<file path="src/rtl/alu_issue_stage_if.sv">
// Issue-stage bundle: fetch-side handshake, regfile read ports and ALU-side outputs.
// Pure wiring, no state.
// Directions follow the data: master drives the fetch/execute side, slave is the stage.

`ifndef ALU_OP_DEFINES
`define ALU_OP_DEFINES
`define DATA_WIDTH_ALU_OP 5
`define ALU_OP_ADD   5'd0
`define ALU_OP_SUB   5'd1
`define ALU_OP_SLL   5'd2
`define ALU_OP_SLT   5'd3
`define ALU_OP_SLTU  5'd4
`define ALU_OP_XOR   5'd5
`define ALU_OP_SRL   5'd6
`define ALU_OP_SRA   5'd7
`define ALU_OP_OR    5'd8
`define ALU_OP_AND   5'd9
`define ALU_OP_ADDI  5'd10
`define ALU_OP_SLTI  5'd11
`define ALU_OP_SLTIU 5'd12
`define ALU_OP_XORI  5'd13
`define ALU_OP_ORI   5'd14
`define ALU_OP_ANDI  5'd15
`define ALU_OP_SLLI  5'd16
`define ALU_OP_SRLI  5'd17
`define ALU_OP_SRAI  5'd18
`define ALU_OP_LUI   5'd19
`define ALU_OP_AUIPC 5'd20
`endif

interface alu_issue_stage_if #(
  parameter int XLEN = 32
);
  logic                          flush;
  logic                          in_valid;
  logic                          in_ready;
  logic [XLEN-1:0]               in_insn;
  logic [XLEN-1:0]               in_pc;
  logic [4:0]                    rs1_addr;
  logic [4:0]                    rs2_addr;
  logic [XLEN-1:0]               rs1_data;
  logic [XLEN-1:0]               rs2_data;
  logic                          out_valid;
  logic                          out_ready;
  logic [`DATA_WIDTH_ALU_OP-1:0] alu_op;
  logic [XLEN-1:0]               alu_in_0;
  logic [XLEN-1:0]               alu_in_1;
  logic [4:0]                    rd_addr;
  logic                          rd_we;
  logic                          illegal;

  modport master (
    output flush, in_valid, in_insn, in_pc, rs1_data, rs2_data, out_ready,
    input  in_ready, rs1_addr, rs2_addr, out_valid, alu_op, alu_in_0, alu_in_1,
           rd_addr, rd_we, illegal
  );

  modport slave (
    input  flush, in_valid, in_insn, in_pc, rs1_data, rs2_data, out_ready,
    output in_ready, rs1_addr, rs2_addr, out_valid, alu_op, alu_in_0, alu_in_1,
           rd_addr, rd_we, illegal
  );
endinterface

</file>
<file path="src/rtl/alu_issue_stage.sv">
// RV32I ALU issue stage: decodes OP-IMM/OP/LUI/AUIPC into ALU op + operands.
// Latency 1: an accepted instruction appears on the outputs the next cycle.
// 2-entry skid buffer; in_ready is registered and never depends on out_ready.

module alu_issue_stage #(
  parameter int XLEN        = 32,
  parameter int SUPPRESS_X0 = 1
) (
  input logic         clk,
  input logic         rst,
  alu_issue_stage_if.slave bus
);

  localparam logic [6:0] OPC_OP_IMM = 7'b0010011;
  localparam logic [6:0] OPC_OP     = 7'b0110011;
  localparam logic [6:0] OPC_LUI    = 7'b0110111;
  localparam logic [6:0] OPC_AUIPC  = 7'b0010111;

  typedef struct packed {
    logic [`DATA_WIDTH_ALU_OP-1:0] op;
    logic [XLEN-1:0]               in0;
    logic [XLEN-1:0]               in1;
    logic [4:0]                    rd;
    logic                          we;
    logic                          ill;
  } entry_t;

  typedef enum logic [1:0] {
    S_EMPTY = 2'd0,
    S_ONE   = 2'd1,
    S_TWO   = 2'd2
  } state_t;

  state_t state;
  entry_t head;
  entry_t skid;
  entry_t dec;
  logic   in_ready_q;
  logic   out_valid_q;
  logic   accept;
  logic   drain;

  logic [6:0]      opc;
  logic [2:0]      f3;
  logic [6:0]      f7;
  logic [XLEN-1:0] imm_i;
  logic [XLEN-1:0] shamt;
  logic            legal;

  assign opc   = bus.in_insn[6:0];
  assign f3    = bus.in_insn[14:12];
  assign f7    = bus.in_insn[31:25];
  assign imm_i = {{(XLEN-12){bus.in_insn[31]}}, bus.in_insn[31:20]};
  assign shamt = {{(XLEN-5){1'b0}}, bus.in_insn[24:20]};

  assign bus.rs1_addr  = bus.in_insn[19:15];
  assign bus.rs2_addr  = bus.in_insn[24:20];
  // Reset gates in_ready immediately so nothing is taken during a reset cycle.
  assign bus.in_ready  = in_ready_q & ~rst;
  assign bus.out_valid = out_valid_q;
  assign bus.alu_op    = head.op;
  assign bus.alu_in_0  = head.in0;
  assign bus.alu_in_1  = head.in1;
  assign bus.rd_addr   = head.rd;
  assign bus.rd_we     = head.we;
  assign bus.illegal   = head.ill;

  assign accept = bus.in_valid & bus.in_ready & ~bus.flush;
  assign drain  = out_valid_q & bus.out_ready;

  // Decode the offered instruction into an entry, using the same-cycle regfile data.
  always_comb begin
    dec     = '0;
    dec.op  = `ALU_OP_ADD;
    dec.rd  = bus.in_insn[11:7];
    legal   = 1'b1;
    case (opc)
      OPC_OP_IMM: begin
        dec.in0 = imm_i;
        dec.in1 = bus.rs1_data;
        case (f3)
          3'b000: dec.op = `ALU_OP_ADDI;
          3'b010: dec.op = `ALU_OP_SLTI;
          3'b011: dec.op = `ALU_OP_SLTIU;
          3'b100: dec.op = `ALU_OP_XORI;
          3'b110: dec.op = `ALU_OP_ORI;
          3'b111: dec.op = `ALU_OP_ANDI;
          3'b001: begin
            dec.op  = `ALU_OP_SLLI;
            dec.in0 = shamt;
            legal   = (f7 == 7'b0000000);
          end
          default: begin
            dec.in0 = shamt;
            if (f7 == 7'b0000000)      dec.op = `ALU_OP_SRLI;
            else if (f7 == 7'b0100000) dec.op = `ALU_OP_SRAI;
            else                       legal  = 1'b0;
          end
        endcase
      end
      OPC_OP: begin
        dec.in0 = bus.rs1_data;
        dec.in1 = bus.rs2_data;
        case (f3)
          3'b000: begin
            if (f7 == 7'b0000000)      dec.op = `ALU_OP_ADD;
            else if (f7 == 7'b0100000) dec.op = `ALU_OP_SUB;
            else                       legal  = 1'b0;
          end
          3'b101: begin
            if (f7 == 7'b0000000)      dec.op = `ALU_OP_SRL;
            else if (f7 == 7'b0100000) dec.op = `ALU_OP_SRA;
            else                       legal  = 1'b0;
          end
          default: begin
            legal = (f7 == 7'b0000000);
            case (f3)
              3'b001:  dec.op = `ALU_OP_SLL;
              3'b010:  dec.op = `ALU_OP_SLT;
              3'b011:  dec.op = `ALU_OP_SLTU;
              3'b100:  dec.op = `ALU_OP_XOR;
              3'b110:  dec.op = `ALU_OP_OR;
              default: dec.op = `ALU_OP_AND;
            endcase
          end
        endcase
      end
      OPC_LUI: begin
        dec.op  = `ALU_OP_LUI;
        dec.in0 = {bus.in_insn[31:12], 12'b0};
        dec.in1 = '0;
      end
      OPC_AUIPC: begin
        // The ALU applies the 12-bit shift itself for AUIPC.
        dec.op  = `ALU_OP_AUIPC;
        dec.in0 = {{(XLEN-20){1'b0}}, bus.in_insn[31:12]};
        dec.in1 = bus.in_pc;
      end
      default: legal = 1'b0;
    endcase

    if (!legal) begin
      dec.op  = `ALU_OP_ADD;
      dec.in0 = '0;
      dec.in1 = '0;
      dec.ill = 1'b1;
      dec.we  = 1'b0;
    end else begin
      dec.we  = !((SUPPRESS_X0 != 0) && (bus.in_insn[11:7] == 5'd0));
    end
  end

  // Occupancy FSM with head/skid storage; flush and reset empty it.
  always_ff @(posedge clk) begin
    if (rst) begin
      state       <= S_EMPTY;
      head        <= '0;
      skid        <= '0;
      out_valid_q <= 1'b0;
      in_ready_q  <= 1'b1;
    end else if (bus.flush) begin
      state       <= S_EMPTY;
      out_valid_q <= 1'b0;
      in_ready_q  <= 1'b1;
    end else begin
      case (state)
        S_EMPTY: begin
          if (accept) begin
            head        <= dec;
            state       <= S_ONE;
            out_valid_q <= 1'b1;
          end
        end
        S_ONE: begin
          if (accept && drain) begin
            head <= dec;
          end else if (accept) begin
            skid       <= dec;
            state      <= S_TWO;
            in_ready_q <= 1'b0;
          end else if (drain) begin
            state       <= S_EMPTY;
            out_valid_q <= 1'b0;
          end
        end
        S_TWO: begin
          if (drain) begin
            head       <= skid;
            state      <= S_ONE;
            in_ready_q <= 1'b1;
          end
        end
        default: begin
          state       <= S_EMPTY;
          out_valid_q <= 1'b0;
          in_ready_q  <= 1'b1;
        end
      endcase
    end
  end

endmodule
</file>
<file path="src/flat_wrapper.sv">
// flat-port wrapper written by rule: the top's interface ports become plain ports
module alu_issue_stage_flat 
#(
  parameter int XLEN        = 32,
  parameter int SUPPRESS_X0 = 1
)
  (clk, rst, bus_flush, bus_in_valid, bus_in_insn, bus_in_pc, bus_rs1_data, bus_rs2_data, bus_out_ready, bus_in_ready, bus_rs1_addr, bus_rs2_addr, bus_out_valid, bus_alu_op, bus_alu_in_0, bus_alu_in_1, bus_rd_addr, bus_rd_we, bus_illegal);
  alu_issue_stage_if #(.XLEN(XLEN)) bus_i ();
  input logic clk;
  input logic rst;
  input wire logic [$bits(bus_i.flush)-1:0] bus_flush;
  input wire logic [$bits(bus_i.in_valid)-1:0] bus_in_valid;
  input wire logic [$bits(bus_i.in_insn)-1:0] bus_in_insn;
  input wire logic [$bits(bus_i.in_pc)-1:0] bus_in_pc;
  input wire logic [$bits(bus_i.rs1_data)-1:0] bus_rs1_data;
  input wire logic [$bits(bus_i.rs2_data)-1:0] bus_rs2_data;
  input wire logic [$bits(bus_i.out_ready)-1:0] bus_out_ready;
  output wire logic [$bits(bus_i.in_ready)-1:0] bus_in_ready;
  output wire logic [$bits(bus_i.rs1_addr)-1:0] bus_rs1_addr;
  output wire logic [$bits(bus_i.rs2_addr)-1:0] bus_rs2_addr;
  output wire logic [$bits(bus_i.out_valid)-1:0] bus_out_valid;
  output wire logic [$bits(bus_i.alu_op)-1:0] bus_alu_op;
  output wire logic [$bits(bus_i.alu_in_0)-1:0] bus_alu_in_0;
  output wire logic [$bits(bus_i.alu_in_1)-1:0] bus_alu_in_1;
  output wire logic [$bits(bus_i.rd_addr)-1:0] bus_rd_addr;
  output wire logic [$bits(bus_i.rd_we)-1:0] bus_rd_we;
  output wire logic [$bits(bus_i.illegal)-1:0] bus_illegal;
  assign bus_i.flush = bus_flush;
  assign bus_i.in_valid = bus_in_valid;
  assign bus_i.in_insn = bus_in_insn;
  assign bus_i.in_pc = bus_in_pc;
  assign bus_i.rs1_data = bus_rs1_data;
  assign bus_i.rs2_data = bus_rs2_data;
  assign bus_i.out_ready = bus_out_ready;
  assign bus_in_ready = bus_i.in_ready;
  assign bus_rs1_addr = bus_i.rs1_addr;
  assign bus_rs2_addr = bus_i.rs2_addr;
  assign bus_out_valid = bus_i.out_valid;
  assign bus_alu_op = bus_i.alu_op;
  assign bus_alu_in_0 = bus_i.alu_in_0;
  assign bus_alu_in_1 = bus_i.alu_in_1;
  assign bus_rd_addr = bus_i.rd_addr;
  assign bus_rd_we = bus_i.rd_we;
  assign bus_illegal = bus_i.illegal;
  alu_issue_stage #(.XLEN(XLEN), .SUPPRESS_X0(SUPPRESS_X0)) u_core (.clk(clk), .rst(rst), .bus(bus_i));
endmodule
</file>
<file path="config.mk">
export PLATFORM = sky130hd
export DESIGN_NAME = alu_issue_stage_flat
export DESIGN_NICKNAME = d
export VERILOG_FILES = /design/src/rtl/alu_issue_stage_if.sv /design/src/rtl/alu_issue_stage.sv /design/src/flat_wrapper.sv
export SDC_FILE = /design/constraint.sdc
export NUM_CORES = 1
export LEC_CHECK = 0
export CAP_MARGIN = 20
export CORE_MARGIN = 2
export CORE_UTILIZATION = 48
export CTS_CLUSTER_DIAMETER = 30
export DETAILED_ROUTE_END_ITERATION = 16
export PLACE_DENSITY_LB_ADDON = 0.3
export SLEW_MARGIN = 20
export SYNTH_ARGS = -nofsm -noshare
export SYNTH_HDL_FRONTEND = slang
export SYNTH_SLANG_ARGS = --single-unit
</file>
<file path="constraint.sdc">
create_clock -name clk -period 2.8 [get_ports clk]
set_clock_uncertainty 0.1 [all_clocks]
set_input_delay 0.56 -clock clk [delete_from_list [all_inputs] [get_ports clk]]
set_output_delay 0.56 -clock clk [all_outputs]
set_load 0.02 [all_outputs]
</file>
==> out/metrics.yaml <==
grt_use_total_pct: 32.5
worstHoldEndpoint: "u_core.skid[2]$_SDFFE_PP0P_"
yosys_most_used_dff: "dfxtp_1"
vias: 7820
grt_max_degree: 54
fin_nets: 1181
dp_slack_ns: -0.288
ys_seq_elements: 156
synth_simple_gate_area_share_pct: 14.9
arrival_ns: 2.88
synth.largest_area_cell: "dfxtp_1"
fmax_ghz: 0.378
outcome: "finished, final reports clean"
wl_per_cell_um: 21.5
crit_required_ns: 3.03
ios: 221
synth_area_leaders: "dfxtp_1 43%, a221oi_1 8.4%, a22o_1 8.1%"
place_congestion: 1.00
die_w_um: 128
rsz0062_at_grt: "false"
reg2reg_depth: 7
final_max_slew_viol_count: 0
synth_nets: 968
crit_fanout: 42
placementRows: 45
crit_type: "input port to register"
setup_viol: 0
cts_sinks: 156
fin_ws_ns: 0.155
synth_xor_area_share_pct: 0.119
cts_buffers: 17
yosys.area.top_type_share_pct: 42.5
post-route-period-util_pct: 94.5
viasPerCell: 6.26
cts_max_level: 4
finalHoldViolations: 0
post_cts_buffers: 0
cap_violations: 0
period_needed_ns: 2.65
cp-end-kind: "register"
antenna_found_initial: 0
syn-cell-area_um2: 7340
synth_cells: 835
power_leakage_nw: 4.34
firstDrtPassIters: 6
yosysWarnings: 0
hold_start: "u_core.skid[2]$_SDFFE_PP0P_"
wl_um: 26800
drive_gt1_share_pct: 10.4
ctsLongestPathBuffers: 2
synth_top_family_by_area: "compound AO/OA/AOI/OAI gates"
critPathLaunchType: "input port"
syn_to_final_growth_pct: 45.1
cts_tree: "built"
drc_errors: 0
cts.clk_slew.worst_paths_ns: 0.06
worst_slew_pin_slew_ns: 1.09
hold_path_depth: 2
dp_cells: 1217
ys_async_sr_fraction_pct: 0
fin_cells: 1249
fp.coreArea_um2: 15100
die_y_um: 128
num_antenna_cells: 0
r2r_end: "u_core.bus.alu_in_0[23]$_SDFFE_PP0P_"
clock-root-buffer: "clkbuf_16"
grt_overflow_total: 0
place_hpwl_um: 18500
reg2reg_slack_ns: 0.64
synthMostInstantiatedCell: "dfxtp_1"
power_density_nw_per_um2: 517
clk_latency_ns: 0.42
post-route-util_pct: 70.6
max_slew_margin_pct: 27.2
grt_pass1_vias: 7563
hold_class: "register to register"
ys_seq_area_share_pct: 42.5
synthAdderAreaFrac_pct: 0
grt_pass1_wl_um: 41200
synthMuxAreaShare_pct: 5.86
dieArea_um2: 16300
synth_cell_type_count: 47
tns_ns: 0
r2r-start: "u_core.state[1]$_SDFFE_PP0P_"
ant_nets: 0
synth_edf_count: 0
start_util_pct: 48.6
port_buffers: 220
drt_iter0_markers: 794
ys_top_cells_by_count: "156 x dfxtp_1, 94 x nor2_1, 80 x nand2_1, 70 x a221oi_1, 68 x a22o_1"
syn_area_per_cell_um2: 8.79
synth_compound_area_share_pct: 30.5
peakVddDrop_mv: 0.438
[cells in the final DEF, fill, tap and decap left out, types with 3 or more instances in the layout]
| cell type | instances |
|---|---|
| clkdlybuf4s50_1 | 218 |
| dfxtp_1 | 156 |
| nor2_1 | 92 |
| nand2_1 | 80 |
| a221oi_1 | 70 |
| a22o_1 | 68 |
| buf_4 | 55 |
| o21ai_0 | 48 |
| mux2i_1 | 43 |
| o21bai_1 | 37 |
| nor3_1 | 36 |
| a21oi_1 | 21 |
| clkbuf_16 | 17 |
| a221o_1 | 13 |
| buf_12 | 12 |
| a311oi_1 | 8 |
| nor2b_1 | 6 |
| a32oi_1 | 6 |
| nand3_1 | 4 |
| nand2b_1 | 4 |
| inv_1 | 4 |
| clkbuf_8 | 4 |
| clkbuf_1 | 4 |
| clkinv_2 | 4 |
| and3_1 | 3 |
| a22oi_1 | 3 |
| nand3b_1 | 3 |
| nand4_1 | 3 |
| bufinv_16 | 3 |
[metal layers]
metal	track usage [%]	vias to the layer above	wire [µm]
li1	-	3553	-
met3	6.89	88	2580
met4	13.1	0	1020
met5	0	-	0
met2	53.0	476	12400
met1	42.1	3703	10800
[critical path, cell delays in order]
cell             delay [ns]
clkdlybuf4s50_1        0.54
inv_1                  0.10
buf_4                  0.15
nor2_4                 0.83
a32oi_1                0.22
nand2_1                0.14
a221oi_1               0.08
nor3_1                 0.24
[cell families (layout without fill, tap and decap cells)]
kind of cell	count (synthesis)	in the layout
muxes	43	43
DFF	156	156
xor gates and xnor gates	1	1
and+or+nand+nor	248	248
buffers and inverters	97	323
AOI/OAI and AO/OA	290	290
[timing repair]
item | CTS | global route
hold buffers | 0 | 0
endpoints found under the setup margin | 0 | 1
resized for setup | 0 | 1
[state kept, by name (all words and copies together), names as in the netlist]
| signal | flops |
|---|---|
| u_core.bus.alu_in_0 | 32 |
| u_core.bus.alu_in_1 | 32 |
| u_core.bus.alu_op | 5 |
| u_core.bus.illegal | 1 |
| u_core.bus.out_valid | 1 |
| u_core.bus.rd_addr | 5 |
| u_core.bus.rd_we | 1 |
| u_core.in_ready_q | 1 |
| u_core.skid | 76 |
| u_core.state | 2 |
[worst max-delay path by stage]
stage	startpoint	to	slack (ns)
after floorplan	rst	u_core.skid[11]$_SDFFE_PP0P_	0.46
after global placement	bus_in_insn[6]	u_core.bus.alu_in_0[25]$_SDFFE_PP0P_	-0.20
after detailed placement	bus_in_insn[6]	u_core.bus.alu_in_0[25]$_SDFFE_PP0P_	-0.29
after CTS	bus_in_insn[6]	u_core.bus.alu_in_0[23]$_SDFFE_PP0P_	0.09
after global routing	bus_in_insn[2]	u_core.bus.alu_in_0[10]$_SDFFE_PP0P_	0.005
final	bus_in_insn[2]	u_core.bus.alu_in_0[5]$_SDFFE_PP0P_	0.15
[cell type report]
type / count / area [µm²]
Tap cell: 188 / 235
Clock inverter: 7 / 110
Multi-Input combinational cell: 582 / 3820
Inverter: 4 / 15.0
Fill cell: 1175 / 4440
Timing Repair Buffer: 287 / 2850
Sequential cell: 156 / 3120
Clock buffer: 25 / 495
[power by group]
part / total [W] / switching [W] / internal (W)
clock network: 0.00239 / 0.000894 / 0.00149
registers: 0.00229 / 0.0000289 / 0.00226
logic: 0.000822 / 0.000417 / 0.000405
[stage by stage]
step	power [W]	instance area [µm²]	hold slack [ns]
2_1_floorplan	0.00269	7340	0.337
3_3_place_gp	0.00314	10000	0.342
3_5_place_dp	0.00314	10000	0.347
4_1_cts	0.00550	10600	0.355
5_1_grt	0.00565	10600	0.391
6_report	0.00550	10600	0.352
No activity file was read; power rests on OpenSTA's default activity.
